==> src/rtl/production_sequencer_pkg.sv <==
// ---------------------------------------------------------------------------
// production_sequencer_pkg
// Shared definitions for the sock-production sequencer:
//   - seq_state_t : sequencer FSM states (also exported on the debug port)
//   - T_*         : sock-type codes driven on T
//   - PLS_*       : material codes driven on PLS
//   - defaults for feed length, CO timeout and the expected PAC code
//   - is_busy()   : which states count as "order in progress"
// ---------------------------------------------------------------------------
package production_sequencer_pkg;

    typedef enum logic [2:0] {
        S_IDLE    = 3'd0,
        S_FEED    = 3'd1,
        S_WAIT_CO = 3'd2,
        S_GAP     = 3'd3,
        S_HOLD    = 3'd4,
        S_DONE    = 3'd5,
        S_ERR     = 3'd6
    } seq_state_t;

    // Sock-type codes (T)
    localparam logic [2:0] T_NONE      = 3'b000;
    localparam logic [2:0] T_TOBILLERO = 3'b001;
    localparam logic [2:0] T_BAJO      = 3'b010;
    localparam logic [2:0] T_MEDIA     = 3'b100;

    // Material codes (PLS)
    localparam logic [1:0] PLS_NONE    = 2'b00;
    localparam logic [1:0] PLS_POLY    = 2'b01;
    localparam logic [1:0] PLS_ALGODON = 2'b10;
    localparam logic [1:0] PLS_LANA    = 2'b11;

    localparam int         FEEDS_PER_PACK_DEFAULT = 3;
    localparam int         CO_TIMEOUT_DEFAULT     = 8;
    localparam logic [2:0] EXP_PAC_DEFAULT        = 3'b011;

    function automatic logic is_busy(input seq_state_t s);
        return (s == S_FEED) || (s == S_WAIT_CO) || (s == S_GAP) || (s == S_HOLD);
    endfunction

endpackage

==> src/rtl/production_sequencer_seq_timer.sv <==
// ---------------------------------------------------------------------------
// production_sequencer_seq_timer  (the sequencer's seq_timer)
// Synchronous-clear up-counter with a terminal flag. Used twice by the
// sequencer: once as the feed-cycle counter and once as the WAIT_CO timeout.
// Ports:
//   clk   in  clock
//   reset in  synchronous, active-high
//   clear in  synchronous clear (wins over en)
//   en    in  count enable
//   term  out high while the count equals TERM-1
// The counter holds at TERM-1 instead of wrapping.
// ---------------------------------------------------------------------------
module production_sequencer_seq_timer #(
    parameter int TERM = 3,
    parameter int W    = $clog2(TERM + 1)
) (
    input  logic clk,
    input  logic reset,
    input  logic clear,
    input  logic en,
    output logic term
);

    logic [W-1:0] count;

    assign term = (count == W'(TERM - 1));

    always_ff @(posedge clk) begin
        if (reset || clear) begin
            count <= '0;
        end else if (en && !term) begin
            count <= count + 1'b1;
        end
    end

endmodule

==> src/rtl/production_sequencer.sv <==
// ---------------------------------------------------------------------------
// production_sequencer
// Drives one sock-production counter: accepts an order (type, material, pack
// count), issues FEEDS_PER_PACK qualified feed cycles per pack on PH/SR/T/PLS,
// waits for the counter's CO/PAC pack-complete, inserts one gap cycle and
// repeats until the order is filled, then pulses done.
//
// Ports:
//   clk, reset          clock; synchronous active-high reset
//   start               accept order_* (only in IDLE, DONE, ERR)
//   order_T/PLS/packs   order contents
//   halt                level: suspend feeding (discards partial pack)
//   CO, PAC             pack-complete and package code from the counter
//   PH, SR, T, PLS      registered feed qualifiers/codes to the counter
//   busy                FEED, WAIT_CO, GAP or HOLD
//   done                one-cycle pulse when the order is filled
//   err                 sticky error (timeout, spurious CO, bad PAC)
//   packs_done          packs completed in the current order
//   pac_last            PAC captured at the last accepted CO
//   state_dbg           current FSM state
//
// Handshake: there is no backpressure. start is a one-cycle request that is
// sampled only in IDLE/DONE/ERR; CO is a one-cycle strobe, and PAC is
// meaningful only in the cycle CO is high.
//
// Optional build macro: SEQ_PAC_CHECK_EN -- when defined, a CO whose PAC
// differs from EXP_PAC is treated as an error.
// ---------------------------------------------------------------------------
module production_sequencer
    import production_sequencer_pkg::*;
#(
    parameter int         FEEDS_PER_PACK = FEEDS_PER_PACK_DEFAULT,
    parameter int         PW             = 4,
    parameter int         CO_TIMEOUT     = CO_TIMEOUT_DEFAULT,
    parameter logic [2:0] EXP_PAC        = EXP_PAC_DEFAULT
) (
    input  logic          clk,
    input  logic          reset,
    input  logic          start,
    input  logic [2:0]    order_T,
    input  logic [1:0]    order_PLS,
    input  logic [PW-1:0] order_packs,
    input  logic          halt,
    input  logic          CO,
    input  logic [2:0]    PAC,
    output logic          PH,
    output logic          SR,
    output logic [2:0]    T,
    output logic [1:0]    PLS,
    output logic          busy,
    output logic          done,
    output logic          err,
    output logic [PW-1:0] packs_done,
    output logic [2:0]    pac_last,
    output seq_state_t    state_dbg
);

`ifdef SEQ_PAC_CHECK_EN
    localparam bit PAC_CHECK = 1'b1;
`else
    localparam bit PAC_CHECK = 1'b0;
`endif

    seq_state_t    state, next_state;

    logic [2:0]    order_t_q;
    logic [1:0]    order_pls_q;
    logic [PW-1:0] order_packs_q;

    logic          qual_q;
    logic [2:0]    t_q;
    logic [1:0]    pls_q;
    logic          done_q;
    logic          err_q;
    logic [PW-1:0] packs_done_q;
    logic [2:0]    pac_last_q;

    logic          accept;
    logic          done_d;
    logic          err_set;
    logic          capture;
    logic          inc;
    logic          pac_bad;
    logic          feed_term;
    logic          wait_term;
    logic [2:0]    t_src;
    logic [1:0]    pls_src;

    assign pac_bad = PAC_CHECK && (PAC != EXP_PAC);

    // Feed counter: runs only while feeding, cleared whenever the next state
    // is not FEED, so a halted or completed pack always restarts at unit 0.
    production_sequencer_seq_timer #(.TERM(FEEDS_PER_PACK)) u_feed_timer (
        .clk   (clk),
        .reset (reset),
        .clear (next_state != S_FEED),
        .en    (state == S_FEED),
        .term  (feed_term)
    );

    production_sequencer_seq_timer #(.TERM(CO_TIMEOUT)) u_wait_timer (
        .clk   (clk),
        .reset (reset),
        .clear (next_state != S_WAIT_CO),
        .en    (state == S_WAIT_CO),
        .term  (wait_term)
    );

    always_comb begin
        next_state = state;
        accept     = 1'b0;
        done_d     = 1'b0;
        err_set    = 1'b0;
        capture    = 1'b0;
        inc        = 1'b0;

        case (state)
            S_IDLE, S_DONE, S_ERR: begin
                if (start) begin
                    accept = 1'b1;
                    if (order_packs == '0) begin
                        next_state = S_DONE;
                        done_d     = 1'b1;
                    end else begin
                        next_state = S_FEED;
                    end
                end
            end
            S_FEED: begin
                // Spurious CO beats halt: the counter and sequencer disagree.
                if (CO) begin
                    next_state = S_ERR;
                    err_set    = 1'b1;
                end else if (halt) begin
                    next_state = S_HOLD;
                end else if (feed_term) begin
                    next_state = S_WAIT_CO;
                end
            end
            S_WAIT_CO: begin
                // CO on the last allowed cycle still counts.
                if (CO) begin
                    capture = 1'b1;
                    if (pac_bad) begin
                        next_state = S_ERR;
                        err_set    = 1'b1;
                    end else begin
                        inc = 1'b1;
                        if (packs_done_q + 1'b1 == order_packs_q) begin
                            next_state = S_DONE;
                            done_d     = 1'b1;
                        end else begin
                            next_state = S_GAP;
                        end
                    end
                end else if (wait_term) begin
                    next_state = S_ERR;
                    err_set    = 1'b1;
                end
            end
            S_GAP: begin
                if (CO) begin
                    next_state = S_ERR;
                    err_set    = 1'b1;
                end else begin
                    next_state = S_FEED;
                end
            end
            S_HOLD: begin
                if (CO) begin
                    next_state = S_ERR;
                    err_set    = 1'b1;
                end else if (!halt) begin
                    next_state = S_GAP;
                end
            end
            default: next_state = S_IDLE;
        endcase
    end

    // On the accepting edge the latched order is not yet visible, so feed
    // codes are taken straight from the order inputs.
    assign t_src   = accept ? order_T   : order_t_q;
    assign pls_src = accept ? order_PLS : order_pls_q;

    always_ff @(posedge clk) begin
        if (reset) begin
            state         <= S_IDLE;
            order_t_q     <= '0;
            order_pls_q   <= '0;
            order_packs_q <= '0;
            qual_q        <= 1'b0;
            t_q           <= T_NONE;
            pls_q         <= PLS_NONE;
            done_q        <= 1'b0;
            err_q         <= 1'b0;
            packs_done_q  <= '0;
            pac_last_q    <= '0;
        end else begin
            state  <= next_state;
            done_q <= done_d;

            // Qualifiers follow the decided next state, so they are high for
            // exactly the cycles spent in FEED.
            qual_q <= (next_state == S_FEED);
            t_q    <= (next_state == S_FEED) ? t_src   : T_NONE;
            pls_q  <= (next_state == S_FEED) ? pls_src : PLS_NONE;

            if (accept) begin
                order_t_q     <= order_T;
                order_pls_q   <= order_PLS;
                order_packs_q <= order_packs;
            end

            if (accept) begin
                err_q <= 1'b0;
            end else if (err_set) begin
                err_q <= 1'b1;
            end

            if (accept) begin
                packs_done_q <= '0;
            end else if (inc && (packs_done_q != order_packs_q)) begin
                packs_done_q <= packs_done_q + 1'b1;
            end

            if (capture) begin
                pac_last_q <= PAC;
            end
        end
    end

    assign PH         = qual_q;
    assign SR         = qual_q;
    assign T          = t_q;
    assign PLS        = pls_q;
    assign busy       = is_busy(state);
    assign done       = done_q;
    assign err        = err_q;
    assign packs_done = packs_done_q;
    assign pac_last   = pac_last_q;
    assign state_dbg  = state;

endmodule

==> config.mk <==
export PLATFORM = sky130hd
export DESIGN_NAME = production_sequencer
export DESIGN_NICKNAME = d
export VERILOG_FILES = /design/src/rtl/production_sequencer_pkg.sv /design/src/rtl/production_sequencer_seq_timer.sv /design/src/rtl/production_sequencer.sv
export SDC_FILE = /design/constraint.sdc
export NUM_CORES = 1
export LEC_CHECK = 0
export CAP_MARGIN = 20
export CORE_ASPECT_RATIO = 0.7
export CORE_MARGIN = 4
export CORE_UTILIZATION = 45
export CTS_BUF_LIST = sky130_fd_sc_hd__clkbuf_8
export DETAILED_ROUTE_END_ITERATION = 10
export GPL_TIMING_DRIVEN = 0
export PLACE_DENSITY = 0.73
export SLEW_MARGIN = 30
export SYNTH_ARGS = -nofsm -noshare
export SYNTH_HDL_FRONTEND = slang
export SYNTH_SLANG_ARGS = --single-unit
==> constraint.sdc <==
create_clock -name clk -period 2.2 [get_ports clk]
set_input_delay 0.22 -clock clk [delete_from_list [all_inputs] [get_ports clk]]
set_output_delay 0.22 -clock clk [all_outputs]
set_load 0.01 [all_outputs]
==> results.md <==
* DIE AREA at around 4500 um^2
* RePlAce Congestion at approximately 0.93
* Final Hold Vio Count at 0
* Crit end category: register
* Yosys top cell area share at 0.421
* Multi-input logic area at between 800 and 900 um^2
* Cell Rows at 17
* Layout area overhead at 33.7%
* RSZ-0062 raised after global routing: false
* Vias at 1323
* Status: finished clean
* Post-Syn Instances at 168
* Max_cap viols at 0
* Die Y at between 50 and 60 um
* CTS Hold Bufs at 0
* Nets at 230
* Total clock sinks at 33
* First-pass detailed-route iteration total at 7
* Final WL at roughly 3600 um
* Vias in the first global route at between 1000 and 1500
* Arrival time worst endpoint at ~2300 ps
* Antenna diodes at 0
* Synth unique cells at 41
* Worst path max stage delay at roughly 520 ps
* Routed Antenna Nets at 0
* Post-synthesis sequential area ratio at 0.421
* WP data required at roughly 2400 ps
* Largest net degree at the start of global routing at 11
* Max-slew violation count at 0
* Root Buffer: clkbuf_8
* Minimum clock period at 2060 ps
* Worst Path Buf+Inv at 2
* Syn avg cell area at between 9 and 10 um^2
* Ys flop type: dfxtp_1
* Final worst-path cycle share at 0.935
* Die Wd at just under 80 um
* Largest family of logic cells by synthesized area: simple AND/OR/NAND/NOR gates
* Yosys reg bits at 33
* Total congestion overflow at 0
* Top-count cell post-synth: dfxtp_1
* PnR Total Power at 2.52 mW
* Starting Density at 0.482
* Register Area at around 660 um^2
* Post-synth EDFFs at 0
* Worst-Margin Slew at between 500 and 600 ps
* Number of DRC markers in iteration 0 at 74
* Post-synthesis mux area share at 0.0829
* Cell family with most CP delay: compound AO/OA/AOI/OAI gates
* Drt via density at about 5.1
* Reg clk slew, reported paths at ~60 ps
* Post-route DRC violation count at 0
* Xor/xnor share of the synthesized area at 0.0893
* Critical path class: reg2reg
* Setup tns final at 0 ps
* Slew margin rel. at 0.604
* Clock buffer depth at 2
* Post-Synth Adder-Cell Area at 0.0239
* CTS tree: yes
* Net Count, Synth at ~190
* Post-Synthesis Cell Area at 1570 um^2
* Hold WC Path Type: in2reg
* Initial antenna violation count at 0
* CP max stage cell: dfxtp_1
* Yosys warns at 0
* Setup violations, final at 0
* Cells along the critical path: buf_4, nor3b_1, o21ai_1, o2111ai_1, or4_4, buf_6, a211oi_2
* Asr flop ratio synth at 0
* H-tree levels at 2
* Synth Area in Simple Gates at 0.240
* Clock latency on the worst-skew pair at ~290 ps
* CP startpoint kind: register
* Layout cells sized above 1 at 0.0995
* Compound-Gate Fraction of Synth Area at 0.0909
* Synth top cells by count: dfxtp_1 (33), nor2_1 (27), mux2i_1 (13)
* Post-synth top area cell: dfxtp_1
* GRT Overall Usage at 0.169
* Port bufs at 35
* TritonCTS buffer count at 5
* Maximum vdd drop at 0.000625 V
* First-pass GRT wire length at 5890 um
* P_leak at 0.869 nW
* HPWL after DPL at 2680 um
* Core ar. at 3250 um^2
* Fin Clk Skew at 3.06 ps
* Max Fanout on Critical Path at 10
* FMAX at ~500 MHz
* I/O pin count at 37
* Pwr Density at around 1200 nW/um^2
* Number of fill cells at 285
* Largest cells by area after synthesis: dfxtp_1 (42%), mux2i_1 (8.3%), nor2_1 (6.5%), xor2_1 (5.0%), xnor2_1 (3.9%)
* Drt wl/cell at ~14 um
[path summary, 6_finish.rpt]
check                     from                    end  slack [ps]  depth (start not counted)
hold reg to reg    pac_last[0]            pac_last[0]         450                          2
setup reg to reg  state_dbg[0]  u_feed_timer.count[1]         140                          7
setup / recovery  state_dbg[0]  u_feed_timer.count[1]         140                          7
hold / removal           reset           state_dbg[2]         330                          2
[through the flow]
stage	cell area [um^2]	utilization	hold slack [ps]	instances	setup WS (ps)
after floorplan	1570	-	356	168	311
after global placement	1980	0.608	442	250	-130
after detailed placement	1980	0.608	447	250	-165
after CTS	2090	0.644	323	258	128
after global routing	2100	0.644	362	258	19.7
final	2100	0.644	327	258	144
[report_power, final]
group	leakage [nW]	switching, mW	total, mW	internal [mW]
Combinational	0.538	0.559	1.13	0.570
Sequential	0.268	0.0997	0.808	0.708
Clock	0.0626	0.215	0.580	0.364
Total	0.869	0.874	2.52	1.64
[layout make-up]
| cell class | count | area share |
|---|---|---|
| Buffer | 8 | 0.0263 |
| Clock buffer | 6 | 0.0394 |
| Clock inverter | 2 | 0.0161 |
| Inverter | 7 | 0.0125 |
| Multi-Input combinational cell | 120 | 0.394 |
| Sequential cell | 33 | 0.315 |
| Tap cell | 47 | 0.0280 |
| Timing Repair Buffer | 35 | 0.168 |
[logic make-up (layout without fill, tap and decap cells)]
logic type	after synthesis	in the layout
compound gates	20	20
xor+xnor	16	16
fa+ha+maj	3	3
buf+inv	15	58
flops	33	33
mux	13	13
simple gates	68	68
[routing by layer]
layer | global-route usage | vias up | routed length (um)
met2 | 0.250 | 45 | 1520
li1 | - | 659 | -
met1 | 0.219 | 613 | 1730
met4 | 0.0873 | 0 | 48
met5 | 0 | - | 0
met3 | 0.0568 | 6 | 261
[registers in the layout, summed over array words and instances, names as in the netlist]
register,count
order_t_q,3
packs_done,4
state_dbg,3
order_packs_q,4
u_feed_timer.count,2
PH,1
order_pls_q,2
PLS,2
err,1
done,1
T,3
pac_last,3
u_wait_timer.count,4
[cells in the final DEF, fill, tap and decap left out, types with 3 or more instances in the layout]
master,synthesis,layout
nand2b_1,4,4
nor3_1,3,3
mux2i_1,13,13
clkbuf_8,0,6
inv_1,5,6
dfxtp_1,33,33
nand2_1,7,7
nand3_1,4,4
clkdlybuf4s50_1,0,34
nor4b_1,3,3
nor2b_1,4,4
a21oi_1,7,7
nor2_1,27,27
xnor2_1,7,7
xor2_1,9,9
ha_1,3,3
nor4_1,3,3
[what timing repair did]
| action | 4_1_cts | 5_1_grt |
|---|---|---|
| buffers inserted | 0 | 0 |
| gates resized for setup | 0 | 1 |
| setup endpoints to repair | 0 | 1 |
Power figures use the tool's default switching activity.
